## config.mk

```make
export PLATFORM = sky130hd
export DESIGN_NAME = ifetch_pc
export DESIGN_NICKNAME = d
export VERILOG_FILES = /design/src/rtl/ifetch_pc_pkg.sv /design/src/rtl/pc_next_calc.sv /design/src/rtl/ifetch_pc.sv
export SDC_FILE = /design/constraint.sdc
export NUM_CORES = 1
export LEC_CHECK = 0
export BUFFER_PORTS_ARGS = -buffer_cell sky130_fd_sc_hd__buf_2
export CAP_MARGIN = 20
export CORE_UTILIZATION = 48
export DETAILED_ROUTE_END_ITERATION = 8
export PLACE_DENSITY = 0.82
export REMOVE_ABC_BUFFERS = 1
export SLEW_MARGIN = 10
export SYNTH_ARGS = -nofsm -noshare
export SYNTH_HDL_FRONTEND = slang
export SYNTH_SLANG_ARGS = --single-unit
```

## constraint.sdc

```tcl
create_clock -name clk -period 4.42 [get_ports clk]
set_input_delay 0.442 -clock clk [delete_from_list [all_inputs] [get_ports clk]]
set_output_delay 0.442 -clock clk [all_outputs]
set_load 0.01 [all_outputs]
```

## src/rtl/ifetch_pc_pkg.sv

```systemverilog
// Shared encodings for the instruction-fetch / PC stage: FSM states and
// the bit positions of the control unit's next-PC select bus.
package ifetch_pc_pkg;

  typedef enum logic [1:0] {
    StIdle  = 2'd0,
    StFetch = 2'd1,
    StExec  = 2'd2,
    StHalt  = 2'd3
  } state_e;

  localparam int unsigned PcnBr = 0;
  localparam int unsigned PcnJ  = 1;
  localparam int unsigned PcnJr = 2;

  localparam logic [31:0] InstrWidthBytes = 32'd4;

endpackage

```

## src/rtl/pc_next_calc.sv

```systemverilog
// Combinational next-PC selection (jr > j > branch > sequential) and the
// jr-target alignment check.
module pc_next_calc
  import ifetch_pc_pkg::*;
(
  input  logic [31:0] pc_plus4,
  input  logic [31:0] imm_ext,
  input  logic [25:0] jaddr,
  input  logic [31:0] rs_data,
  input  logic [2:0]  pc_next_c,
  output logic [31:0] next_pc,
  output logic        misaligned
);

  always_comb begin
    next_pc = pc_plus4;
    if (pc_next_c[PcnJr]) begin
      next_pc = rs_data;
    end else if (pc_next_c[PcnJ]) begin
      next_pc = {pc_plus4[31:28], jaddr, 2'b00};
    end else if (pc_next_c[PcnBr]) begin
      // Word offset; wraps modulo 2^32.
      next_pc = pc_plus4 + (imm_ext << 2);
    end
  end

  // j and branch targets are word-aligned by construction.
  assign misaligned = pc_next_c[PcnJr] & (rs_data[1:0] != 2'b00);

endmodule

```

## src/rtl/ifetch_pc.sv

```systemverilog
// Instruction-fetch / PC stage: fetches over a req/ready handshake, presents
// each instruction for one execute cycle, then advances the PC.
module ifetch_pc
  import ifetch_pc_pkg::*;
#(
  parameter logic [31:0] RESET_PC = 32'h0000_0000
) (
  input  logic        clk,
  input  logic        rst_n,
  input  logic        run,
  input  logic [2:0]  pc_next_c,
  input  logic [31:0] imm_ext,
  input  logic [25:0] jaddr,
  input  logic [31:0] rs_data,
  input  logic        imem_ready,
  input  logic [31:0] imem_rdata,
  output logic        imem_req,
  output logic [31:0] imem_addr,
  output logic [31:0] pc,
  output logic [31:0] pc_plus4,
  output logic [31:0] instr,
  output logic        instr_valid,
  output logic        misalign
);

  state_e      state_q;
  logic [31:0] pc_q;
  logic [31:0] instr_q;
  logic        req_q;
  logic        valid_q;
  logic        misalign_q;

  logic [31:0] next_pc;
  logic        target_misaligned;

  assign pc_plus4 = pc_q + InstrWidthBytes;

  pc_next_calc u_pc_next_calc (
    .pc_plus4   (pc_plus4),
    .imm_ext    (imm_ext),
    .jaddr      (jaddr),
    .rs_data    (rs_data),
    .pc_next_c  (pc_next_c),
    .next_pc    (next_pc),
    .misaligned (target_misaligned)
  );

  // Strobes are registered alongside the state so they switch only on edges.
  always_ff @(posedge clk) begin
    if (!rst_n) begin
      state_q    <= StIdle;
      pc_q       <= RESET_PC;
      instr_q    <= 32'h0;
      req_q      <= 1'b0;
      valid_q    <= 1'b0;
      misalign_q <= 1'b0;
    end else begin
      unique case (state_q)
        StIdle: begin
          if (run) begin
            state_q <= StFetch;
            req_q   <= 1'b1;
          end
        end
        StFetch: begin
          if (imem_ready) begin
            instr_q <= imem_rdata;
            state_q <= StExec;
            req_q   <= 1'b0;
            valid_q <= 1'b1;
          end
        end
        StExec: begin
          valid_q <= 1'b0;
          pc_q    <= next_pc;
          if (target_misaligned) begin
            state_q    <= StHalt;
            misalign_q <= 1'b1;
          end else if (run) begin
            state_q <= StFetch;
            req_q   <= 1'b1;
          end else begin
            state_q <= StIdle;
          end
        end
        StHalt: begin
          state_q <= StHalt;
        end
        default: begin
          state_q <= StIdle;
        end
      endcase
    end
  end

  assign imem_req    = req_q;
  assign imem_addr   = pc_q;
  assign pc          = pc_q;
  assign instr       = instr_q;
  assign instr_valid = valid_q;
  assign misalign    = misalign_q;

endmodule

```

======== After elaboration in Yosys (flattened, before gate mapping) ========
Index checks and enable logic that the tools add are counted.
word-level totals
  flip-flop bits (word level) ............. 69
  input port bits ......................... 129
  output and inout bits ................... 131
  logic and storage cells ................. 38
cells by class
  $add $sub $neg .......................... 2
  equal/unequal tests ..................... 6
  mux-type cells .......................... 14
  bitwise gates (word level) .............. 1
  reductions and logical operators ........ 9
operators with widths
  kind                                                  count
  2-to-1 mux 32 bit                                     3
  adder 32 x 3 -> 32 bit (second input constant)        1
  adder 32 bit                                          1
  one-hot mux 2 bit (4 select lines)                    1
  AND reduction 2 bit                                   4
  2-to-1 mux 2 bit                                      3
  != test 2 bit (second input constant)                 3
  2-to-1 mux 1 bit                                      5
  equality test 2 bit (second input constant)           2
  nonzero test 2 bit                                    2
  one-hot mux 1 bit (3 select lines)                    1
  AND reduction 3 bit                                   1
  nonzero test 3 bit                                    1
  equality test 2 x 1 -> 1 bit (second input constant)  1
  zero test 2 bit                                       1
  one-hot mux 1 bit (2 select lines)                    1
  AND 1 bit                                             1

======== Longest topological paths before layout ========
  word-level depth ........................ 5
  depth in mapped cells ................... 18
  gate-level depth less buffers ........... 17

======== Hierarchy ========
From an unflattened synthesis, not the netlist that was laid out.
second synthesis, totals
  cell total of the unflattened synthesis .. 816
  area total of the unflattened synthesis .. 5,959.5 sq um
by module, submodules not included
  module        instances  cells an instance  area each (sq um)  seq. area each (sq um)
  ifetch_pc     1          418                3,378.2            1,381.3
  pc_next_calc  1          398                2,581.2            0.0

======== Least setup slack after synthesis ========
OpenSTA, ideal clock, no wires.
  path kind ............................... reg-to-reg
  start ................................... reg pc_q[2], in the netlist imem_addr[2]
  end ..................................... reg pc_q[31], in the netlist imem_addr[31]
  library setup time ...................... 0.084 ns
  arrival ................................. 3.753 ns
  data required time ...................... 4.336 ns
  path slack .............................. 0.582 ns
  cell stages (with the launch flop) ...... 18
  buffers on the path ..................... 1
  period minus slack after synthesis ...... 3.838 ns
  cell sequence ........................... dfxtp_1 ha_1 nand3_1 or2_2 nor2_1 and3_1 xor2_1 ha_1 buf_2 a21o_1 a21oi_4 nand2_2 nor4_4 o2111ai_2 a41oi_2 xnor2_1 and3_4 o31ai_2
on the way
  word-level cells in the longest chain between the ends .. 5
RTL lines
  item                      RTL line            RTL
  start: declaration        ifetch_pc.sv:27     logic [31:0] pc_q;
  start signal: assignment  ifetch_pc.sv:75     pc_q <= next_pc;
  adder 32 x 3 -> 32 bit    ifetch_pc.sv:36     assign pc_plus4 = pc_q + InstrWidthBytes;
  named net pc_plus4[18]    ifetch_pc.sv:20     output logic [31:0] pc_plus4,
  adder 32 bit              pc_next_calc.sv:23  next_pc = pc_plus4 + (imm_ext << 2);
  2-to-1 mux 32 bit         pc_next_calc.sv:21  end else if (pc_next_c[PcnBr]) begin
  2-to-1 mux 32 bit         pc_next_calc.sv:19  end else if (pc_next_c[PcnJ]) begin
  2-to-1 mux 32 bit         pc_next_calc.sv:17  if (pc_next_c[PcnJr]) begin
The timed path passes the listed nets, and every way through them passes these cells.
A chain may end at the register's enable or synchronous reset.

======== Worst setup path after layout ========
  start ................................... reg pc_q[2], in the netlist imem_addr[2]
  end ..................................... reg pc_q[31], in the netlist imem_addr[31]
on the way
  word-level cells in the longest chain between the ends .. 5
RTL lines
  item                      RTL line
  adder 32 x 3 -> 32 bit *  ifetch_pc.sv:36
  adder 32 bit              pc_next_calc.sv:23
  2-to-1 mux 32 bit         pc_next_calc.sv:21
  2-to-1 mux 32 bit *       pc_next_calc.sv:19
  2-to-1 mux 32 bit *       pc_next_calc.sv:17
Every way passes the cells marked *; elsewhere a longest branch is shown, timed or not.

==> flow_summary.json <==
{
  "fin_crit_sh": 0.926,
  "synth_edf_count": 0,
  "yosys_warnings": 0,
  "cp.required_ns": 4.65,
  "hold_viol": 0,
  "critPathArrivalTime_ns": 4.33,
  "fin_cells": 1109,
  "path_max_fanout": 8,
  "vias": 6382,
  "crit_start": "imem_addr[2]$_SDFFE_PN0P_",
  "worstMarginPinSlew_ns": 1.03,
  "rsz0062_at_grt": "no",
  "power_switching_w": 0.000604,
  "ys_async_sr_fraction": 0,
  "grt_pass1_vias": 5724,
  "grt.total_usage": 0.296,
  "p_seq_frac": 0.344,
  "antenna_found_initial": 0,
  "tritoncts": "done",
  "critPathCaptureType": "flip-flop",
  "clockBufferDepth": 2,
  "p_sw_frac": 0.307,
  "numCtsBuffers": 9,
  "finalSetupViolCount": 0,
  "clk_root_buffer_cell": "clkbuf_16",
  "crit_family": "simple AND/OR/NAND/NOR gates",
  "antenna_cells": 0,
  "final_util": 0.623,
  "vias_per_cell": 5.75,
  "die_w_um": 111,
  "post_route_cells_drive_above_1_share": 0.315,
  "crit_path_frequent_cell": "ha_1",
  "die_y_um": 111,
  "dieArea_sq_um": 12300,
  "cp.depth": 16,
  "post-route-drc-count": 0,
  "drtPass1Iterations": 5,
  "reg2reg_to": "imem_addr[31]$_SDFFE_PN0P_",
  "relSlewSlack": 0.311,
  "leakage_nw": 3.66,
  "synth_area_sq_um": 5670,
  "finClkSkew_ns": 0.00975,
  "power.share.clock": 0.413,
  "drv_cap": 0,
  "final_max_slew_viol_count": 0,
  "power_w": 0.00197,
  "worstSetupPathType": "reg -> reg",
  "fin_area_sq_um": 7140,
  "r2r_start": "imem_addr[2]$_SDFFE_PN0P_",
  "htreeDepth": 3,
  "crit_buf_inv": 0,
  "cpMaxStageDelayCell": "dfxtp_1",
  "nets": 1127,
  "worstSetupStartpointType": "flip-flop",
  "io_pins": 260,
  "rr_worst_depth": 16,
  "grt_max_degree": 47,
  "powerDensity_nw_per_um2": 275,
  "syn2layout_area_growth_pct": 25.9,
  "drt_iter0_drc": 484,
  "port_buffers": 257,
  "core_area_sq_um": 11500,
  "outcome": "finished, final reports clean",
  "peakVddDrop_mv": 0.220,
  "wl_per_cell_um": 17.0,
  "rrSetupSlack_ns": 0.33,
  "intPower_w": 0.00136,
  "min_period_ns": 4.09,
  "fp-row-count": 39,
  "cp_slowest_stage_delay_ns": 0.43,
  "cts.clk_slew.worst_paths_ns": 0.07,
  "syn-instance-count": 762,
  "crit_chain": "ha_1, nand3_1, or2_2, nor2_2, and3_1, xor2_1, ha_1, a21o_1, a21oi_4, nand2_2, nor4_4, o2111ai_2, a41oi_2, xnor2_2, and3_4, o31ai_2",
  "synth-main-ff-cell": "dfxtp_1",
  "ys_seq_area_frac": 0.243,
  "synth_cell_types": 70,
  "placed_cell_area_sq_um": 6780,
  "overflow": 0,
  "globalplace.congestion": 0.973,
  "wirelength_um": 18800,
  "start_util": 0.495,
  "dp_cells": 1093,
  "ys_ff_latch": 69,
  "dpl.hpwl_um": 14400,
  "clk_latency_ns": 0.33,
  "grt_first_pass_wirelength_um": 29500,
  "power_frac_comb": 0.243,
  "setup_tns_ns": 0,
  "avgSynthCellArea_sq_um": 7.45,
  "hold_path_class": "in -> reg",
  "antenna_left": 0,
  "crit_path_end": "imem_addr[31]$_SDFFE_PN0P_",
  "fmax_mhz": 244,
  "clock-sinks": 69
}
per-layer routing:
metal  routed length, um  global-route usage
met1                8420               0.415
met2                8740               0.482
met3                1400              0.0350
met4                 269              0.0711
met5                   0                   0
cells in the mapped netlist, types with 3 or more instances:
| cell | number | area share |
|---|---|---|
| o31ai_1 | 4 | 0.0053 |
| nand2_1 | 131 | 0.087 |
| a21o_1 | 23 | 0.030 |
| o21bai_1 | 4 | 0.0053 |
| and2_1 | 3 | 0.0033 |
| a211oi_1 | 10 | 0.013 |
| and3_1 | 10 | 0.011 |
| nor3_1 | 16 | 0.014 |
| nor2b_1 | 5 | 0.0055 |
| buf_4 | 34 | 0.045 |
| o21a_1 | 6 | 0.0079 |
| a211o_1 | 4 | 0.0062 |
| a21oi_1 | 87 | 0.077 |
| and4_1 | 6 | 0.0093 |
| ha_1 | 36 | 0.079 |
| nand2b_1 | 7 | 0.0077 |
| xor2_1 | 21 | 0.032 |
| xnor2_1 | 31 | 0.048 |
| o21ai_0 | 36 | 0.032 |
| nand4_1 | 5 | 0.0055 |
| o2bb2ai_1 | 3 | 0.0046 |
| clkinv_1 | 3 | 0.0020 |
| a31oi_1 | 13 | 0.014 |
| a311oi_1 | 3 | 0.0046 |
| nand3_1 | 25 | 0.022 |
| buf_1 | 5 | 0.0033 |
| nor2_1 | 45 | 0.030 |
| inv_1 | 11 | 0.0073 |
| mux2i_1 | 7 | 0.012 |
| o211a_1 | 4 | 0.0071 |
| dfxtp_1 | 69 | 0.24 |
| clkbuf_1 | 34 | 0.022 |
| o211ai_1 | 12 | 0.016 |
cells by family (layout without fill, tap and decap cells):
group	count (synthesis)	after routing	share of synthesized area
simple gates	267	267	0.219
compound gates	239	239	0.276
buf+inv	90	294	0.0838
flops	69	69	0.243
xor+xnor	52	52	0.0803
fa+ha+maj	37	37	0.0829
mux	8	8	0.0143
worst reg2reg max path, cell delays in order (launching register included):
cell and delay (ns):
dfxtp_1 0.43, ha_1 0.22, nand3_1 0.19, or2_2 0.38, nor2_2 0.24, and3_1 0.21, xor2_1 0.25, ha_1 0.38
a21o_1 0.22, a21oi_4 0.18, nand2_2 0.08, nor4_4 0.34, o2111ai_2 0.17, a41oi_2 0.25, xnor2_2 0.10, and3_4 0.19
o31ai_2 0.20
cell type report:
cell class | instances | area (sq um)
clock buffer | 10 | 239
clock inverter | 6 | 93.8
inverter | 14 | 52.6
timing repair buffer | 264 | 1340
tap | 143 | 179
fill | 1066 | 4320
sequential | 69 | 1380
multi-input combinational | 603 | 3860
registers in the layout, summed over array words and instances, names as in the netlist:
signal	flops
misalign	1
instr	32
imem_addr	32
instr_valid	1
imem_req	1
state_q	2
worst min-delay path by stage:
stage	startpoint	end	slack (ns)	cells after the start
after floorplan	instr[0]$_SDFFE_PN0P_	instr[0]$_SDFFE_PN0P_	0.48	2
after global placement	instr[8]$_SDFFE_PN0P_	instr[8]$_SDFFE_PN0P_	0.44	2
after detailed placement	instr[29]$_SDFFE_PN0P_	instr[29]$_SDFFE_PN0P_	0.44	2
after CTS	imem_rdata[19]	instr[19]$_SDFFE_PN0P_	0.35	3
after global routing	imem_rdata[18]	instr[18]$_SDFFE_PN0P_	0.35	3
final	imem_rdata[15]	instr[15]$_SDFFE_PN0P_	0.35	3
per-stage QoR:
stage | hold slack, ns | worst slack [ns]
floorplan | 0.481 | 0.563
global placement | 0.439 | 0.319
detailed placement | 0.445 | 0.238
CTS | 0.347 | 0.207
global route | 0.346 | 0.0335
finish | 0.349 | 0.328
power groups by stage:
stage               Combinational (W)  Sequential, W  Clock [W]
floorplan                    0.000256       0.000704          0
global placement             0.000464       0.000689          0
detailed placement           0.000469       0.000690          0
CTS                          0.000472       0.000676   0.000820
global route                 0.000521       0.000681   0.000853
finish                       0.000478       0.000677   0.000812
repair_timing:
action                                  4_1_cts  5_1_grt
hold buffers                                  0        0
resized for setup                             0        5
endpoints found under the hold margin         0        0
endpoints found under the setup margin        0        1
buffers inserted                              0        0
layout by cell type (no fill, tap or decap), types with 5 or more instances in the layout:
cell type | netlist | routed
buf_4 | 34 | 7
nor3_1 | 16 | 16
a211oi_1 | 10 | 10
mux2i_1 | 7 | 7
o211ai_1 | 12 | 12
and3_1 | 10 | 10
nor2_1 | 45 | 43
nand4_1 | 5 | 5
o21a_1 | 6 | 6
a21o_1 | 23 | 23
buf_2 | 2 | 257
a21oi_1 | 87 | 87
and4_1 | 6 | 6
a31oi_1 | 13 | 13
nand2_1 | 131 | 131
xnor2_1 | 31 | 29
o21ai_0 | 36 | 36
inv_1 | 11 | 11
nand2b_1 | 7 | 7
nand3_1 | 25 | 25
ha_1 | 36 | 36
dfxtp_1 | 69 | 69
clkbuf_16 | 0 | 9
xor2_1 | 21 | 20
(Power assumes the default switching activity.)
